--- src/rtl/debounce_bank.sv ---
// Multi-channel debouncer: two-flop synchroniser, shared sample prescaler,
// per-channel stability counters and registered rise/fall/changed pulses.
module debounce_bank #(
  parameter int   CH     = 8,
  parameter int   DIV    = 125_000,
  parameter int   STABLE = 8,
  parameter logic INIT   = 1'b0
) (
  input  logic          clk,
  input  logic          rst,
  input  logic [CH-1:0] noisy,
  output logic [CH-1:0] clean,
  output logic [CH-1:0] rise,
  output logic [CH-1:0] fall,
  output logic          changed
);

  localparam int CW  = (DIV > 1) ? $clog2(DIV) : 1;
  localparam int SCW = $clog2(STABLE + 1);

  logic [CH-1:0]  sync1;
  logic [CH-1:0]  sync2;
  logic [CW-1:0]  cnt;
  logic           tick;
  logic [SCW-1:0] sc [CH];
  logic [CH-1:0]  commit;

  assign tick = (cnt == CW'(DIV - 1));

  // A channel commits on the tick that delivers its STABLE-th consecutive
  // disagreeing sample; everything downstream keys off this vector.
  always_comb begin
    commit = '0;
    for (int i = 0; i < CH; i++) begin
      commit[i] = tick && (sync2[i] != clean[i]) && (sc[i] == SCW'(STABLE - 1));
    end
  end

  always_ff @(posedge clk) begin
    if (rst) begin
      sync1   <= {CH{INIT}};
      sync2   <= {CH{INIT}};
      cnt     <= '0;
      clean   <= {CH{INIT}};
      rise    <= '0;
      fall    <= '0;
      changed <= 1'b0;
      for (int i = 0; i < CH; i++) begin
        sc[i] <= '0;
      end
    end else begin
      sync1 <= noisy;
      sync2 <= sync1;

      if (tick) begin
        cnt <= '0;
      end else begin
        cnt <= cnt + CW'(1);
      end

      // Any agreeing sample, or a commit, restarts the count from zero.
      for (int i = 0; i < CH; i++) begin
        if (tick) begin
          if ((sync2[i] == clean[i]) || commit[i]) begin
            sc[i] <= '0;
          end else begin
            sc[i] <= sc[i] + SCW'(1);
          end
        end
      end

      clean   <= clean ^ commit;
      rise    <= commit & sync2;
      fall    <= commit & ~sync2;
      changed <= |commit;
    end
  end

endmodule

--- config.mk ---
export PLATFORM = sky130hd
export DESIGN_NAME = debounce_bank
export DESIGN_NICKNAME = d
export VERILOG_FILES = /design/src/rtl/debounce_bank.sv
export SDC_FILE = /design/constraint.sdc
export NUM_CORES = 1
export LEC_CHECK = 0
export BUFFER_PORTS_ARGS = -buffer_cell sky130_fd_sc_hd__buf_2
export CAP_MARGIN = 20
export CORE_MARGIN = 5
export CORE_UTILIZATION = 30
export CTS_CLUSTER_SIZE = 20
export DETAILED_ROUTE_END_ITERATION = 8
export PLACE_DENSITY_LB_ADDON = 0.1
export RECOVER_POWER = 25
export SYNTH_ARGS = -nofsm -noshare
export SYNTH_HDL_FRONTEND = slang
export SYNTH_SLANG_ARGS = --single-unit
--- constraint.sdc ---
create_clock -name clk -period 2.7 [get_ports clk]
set_input_delay 0.54 -clock clk [delete_from_list [all_inputs] [get_ports clk]]
set_output_delay 0.54 -clock clk [all_outputs]
set_load 0.01 [all_outputs]
[Yosys cells after proc, flatten, opt, wreduce, memory -nomap -nowiden]
Memories as Yosys holds them, arrays and structs flattened.
Cells that the tools add are included.
Word-level totals
  flip-flop bits (word level): 58
  RAM bits: 32
  output and inout bits: 25
  logic and storage cells: 170
  memories: 1
Cells by class
  add/sub/neg operators: 9
  eq/ne operators: 25
  multiplexer cells: 82
  bitwise operators: 20
  reductions and logical operators: 26
Memories
  sc: words 8, width 4, rd ports 8, clocked after memory_dff 0, wr ports 8, RTL line 25  | logic [SCW-1:0] sc [CH];
Operators by type and width (number)
  1-bit 2-to-1 mux: 66
  4-bit 2-to-1 mux: 16
  4-bit by 1-bit adder with 4-bit output (second input constant): 8
  4-bit by 3-bit == test with 1-bit output (second input constant): 8
  17-bit by 1-bit adder with 17-bit output (second input constant): 1
  17-bit == test (second input constant): 1
  8-bit AND: 2
  1-bit logical AND: 16
  1-bit OR: 16
  1-bit == test: 8
  1-bit logical OR: 8
  1-bit != test: 8
  8-bit NOT: 1
  8-bit OR reduction: 1
  8-bit XOR: 1
  2-bit OR reduction: 1

[Depth between registers and ports, before layout]
  word-level depth: 10
  depth in mapped cells: 7

[Least setup slack after synthesis]
Ideal clock, no wire load.
  path kind: register to register
  start point: reg cnt[4]
  end point: mem sc[0][0] (netlist bit), enable pin
  setup time: 0.377 ns
  arrival time: 1.916 ns
  data required time: 2.323 ns
  slack: 0.407 ns
  cell stages (with the launch flop): 6
  period minus slack after synthesis: 2.293 ns
  path through: dfxtp_1 buf_6 or4b_4 buf_6 o21ai_2 buf_2
RTL lines
  from (decl): RTL line 23  | logic [CW-1:0] cnt;
  from (signal assigned): RTL line 58  | cnt <= cnt + CW'(1);
  to (decl): RTL line 25

==> impl_metrics.py <==
metrics = {
    "hold_path": {
        "whs_endpoint": "sync1[3]",
        "min_path_type": "in -> reg",
        "hp-start": "noisy[3]",
        "holdPathStages": 2,
    },
    "clock_tree": {
        "cts_tree": "done",
        "cts-root-buf": "clkbuf_16",
        "cts_hold_buf": 0,
        "clk_latency_ns": 0.34,
        "cts_resized": 0,
        "cts.htree.levels": 3,
        "cts_buffer_depth": 2,
        "cts_buffers": 9,
        "clock_sinks": 90,
        "clkSlewWorstSetupHoldPaths_ns": 0.06,
        "cts_setup_buffers": 0,
    },
    "cells_and_area": {
        "num_antenna_cells": 0,
        "postLayoutCoreUtil_pct": 36.2,
        "syn_to_final_growth_pct": 17.5,
        "final_nets": 403,
        "drive_gt1_share_pct": 10.0,
        "n_fill_cell": 1211,
    },
    "global_route": {
        "grt_max_degree": 37,
        "grt_usage_pct": 11.3,
        "grt_pass1_vias": 2448,
        "grt-ovfl-total": 0,
        "grt_pass1_wl_um": 12800,
        "antenna_found_initial": 0,
    },
    "setup_path": {
        "crit_path_max_fanout": 26,
        "timing.rr.start": "cnt[0]",
        "r2r_setup_slack_ns": 0.64,
        "r2r_end": "sc[0][0]",
        "end_kind": "flip-flop",
        "cp.arrival_ns": 2.22,
        "r2r_cells": 5,
        "cp.required_ns": 2.86,
        "cp-start-kind": "flip-flop",
        "crit_type": "reg -> reg",
    },
    "sta": {
        "slew_headroom_pct": 24.6,
        "setup_viol": 0,
        "tns_ns": 0,
        "slew_viol_final": 0,
        "period_needed_ns": 2.06,
        "finalClockSkew_ns": 0.00807,
        "fin_crit_sh_pct": 76.2,
        "hold_viol_final": 0,
        "worstMarginPinSlew_ns": 1.13,
        "rsz0062_at_grt": "no",
        "fmax_mhz": 486,
    },
    "route": {
        "wire_per_inst_um": 14.2,
        "route.detailed.drc": 0,
        "num_vias": 2566,
        "ant_nets": 0,
        "viasPerCell": 4.61,
        "routed_wl_um": 7900,
        "drt_iter0_drc": 145,
        "dr.pass1.iters": 4,
    },
    "outcome": {
        "status": "finished clean",
    },
    "logic_synthesis": {
        "async_flop_share_pct": 0,
        "synth_nets": 364,
        "synth_area_um2": 3720,
        "synth-seq-area-share_pct": 57.1,
        "synth_edf_count": 32,
        "yosysWarningCount": 0,
        "ys.flop_type": "dfxtp_1",
        "synth.avg_cell_area_um2": 10.8,
        "synth-seq-cells": 90,
        "synth_cell_type_count": 40,
        "synthCells": 345,
    },
    "power_and_ir_drop": {
        "peakVddDrop_mv": 0.308,
        "p_per_area_nw_per_um2": 647,
        "p_leak_nw": 1.48,
    },
    "run": {
        "maxCapViolCount": 0,
    },
    "placed_design": {
        "numPortBuffers": 34,
        "gp_routability_congestion": 0.697,
        "hpwl_um": 5530,
    },
    "floorplanning": {
        "pin_count": 35,
        "die-area_um2": 14700,
        "rows": 40,
        "fp.coreArea_um2": 12100,
        "die_x_um": 121,
        "die_h_um": 121,
        "initial_core_util_pct": 30.8,
    },
}
state kept, by name, indices dropped and copies added (netlist names):
signal and flops:
sc 32, changed 1, rise 8, sync1 8, fall 8, cnt 17
sync2 8, clean 8
cell families after synthesis:
group	after synthesis	synth area share, %
flip-flops	90	57.1
XOR/XNOR	33	7.77
buffers and inverters	20	2.56
AND/OR/NAND/NOR	166	25.2
adder cells (fa/ha/maj)	9	3.03
AO/OA/AOI/OAI	27	4.41
routing by layer:
metal | global-route usage (%) | share of wire, % | vias up
met5 | 0 | 0 | -
met4 | 4.41 | 1.6 | 0
met3 | 4.15 | 4.3 | 10
met2 | 16.7 | 43 | 40
met1 | 15.0 | 51 | 1194
li1 | - | - | 1322
layout make-up:
cell class                      instances  area, µm²  area share [%]
Sequential cell                        90       2120            48.6
Multi-Input combinational cell        235       1510            34.5
Clock buffer                           15        299            6.84
Tap cell                              168        210            4.81
Timing Repair Buffer                   39        191            4.38
Inverter                                9       33.8           0.773
Clock inverter                          1       5.00           0.115
cell usage in the layout, fill, tap and decap left out, drive strengths merged:
cell type  instances
and3               2
dfxtp             58
a22oi              1
edfxtp            32
nand3             16
nor4               6
or2                2
and4               2
ha                 9
nand2             14
nand4             12
nor2b             17
nand2b             1
nor3              35
and3b              5
o31ai              6
a41oi              1
inv                8
nand3b             2
o311ai             1
or4b               1
buf               18
clkbuf            36
xnor2             22
or4                6
o21ai              4
nor2              34
xor2              11
nor4b              3
clkinv             2
nor4bb             2
or3                1
nor3b              5
a21oi             14
how the worst max path moves through the flow:
stage,start,to,slack [ns],cells past startpoint
6_report,cnt[0],sc[0][0],0.64,5
5_1_grt,cnt[0],sc[0][0],0.41,5
4_1_cts,cnt[0],sc[0][0],0.63,5
3_5_place_dp,cnt[0],sc[0][0],0.64,5
3_3_place_gp,cnt[9],sc[0][0],0.65,4
2_1_floorplan,cnt[4],sc[0][0],0.41,5
critical path, cell delays in order (launching register included):
cell and delay [ns]:
dfxtp_1 0.35, ha_1 0.22, and3_1 0.19, and4_1 0.46, nand3_4 0.33, nor4b_1 0.32
synthesized netlist by cell type (8+ instances only):
library cell | count | area share, %
nor2_1 | 34 | 3.4
nand3_1 | 15 | 2.0
edfxtp_1 | 32 | 26
xnor2_1 | 22 | 5.2
nor3_1 | 35 | 4.7
nand2_1 | 14 | 1.4
nand4_1 | 11 | 1.9
dfxtp_1 | 58 | 31
xor2_1 | 11 | 2.6
a21oi_1 | 14 | 1.9
ha_1 | 9 | 3.0
inv_1 | 8 | 0.81
nor2b_1 | 17 | 2.9
power by group:
group	switching, W	leakage (nW)	internal (W)
clock network	0.000497	0.151	0.000755
logic	0.0000574	0.551	0.0000470
registers	0.0000295	0.775	0.00144
stage by stage:
step / instances / setup WS [ns] / power, W / hold WS [ns] / cell area (µm²)
2_1_floorplan: 345 / 0.407 / 0.00157 / 0.414 / 3720
3_5_place_dp: 541 / 0.640 / 0.00161 / 0.420 / 4100
5_1_grt: 557 / 0.407 / 0.00294 / 0.407 / 4370
6_report: 557 / 0.642 / 0.00283 / 0.404 / 4370
4_1_cts: 557 / 0.626 / 0.00288 / 0.387 / 4400
3_3_place_gp: 541 / 0.652 / 0.00161 / 0.431 / 4100
(Power assumes the default switching activity.)
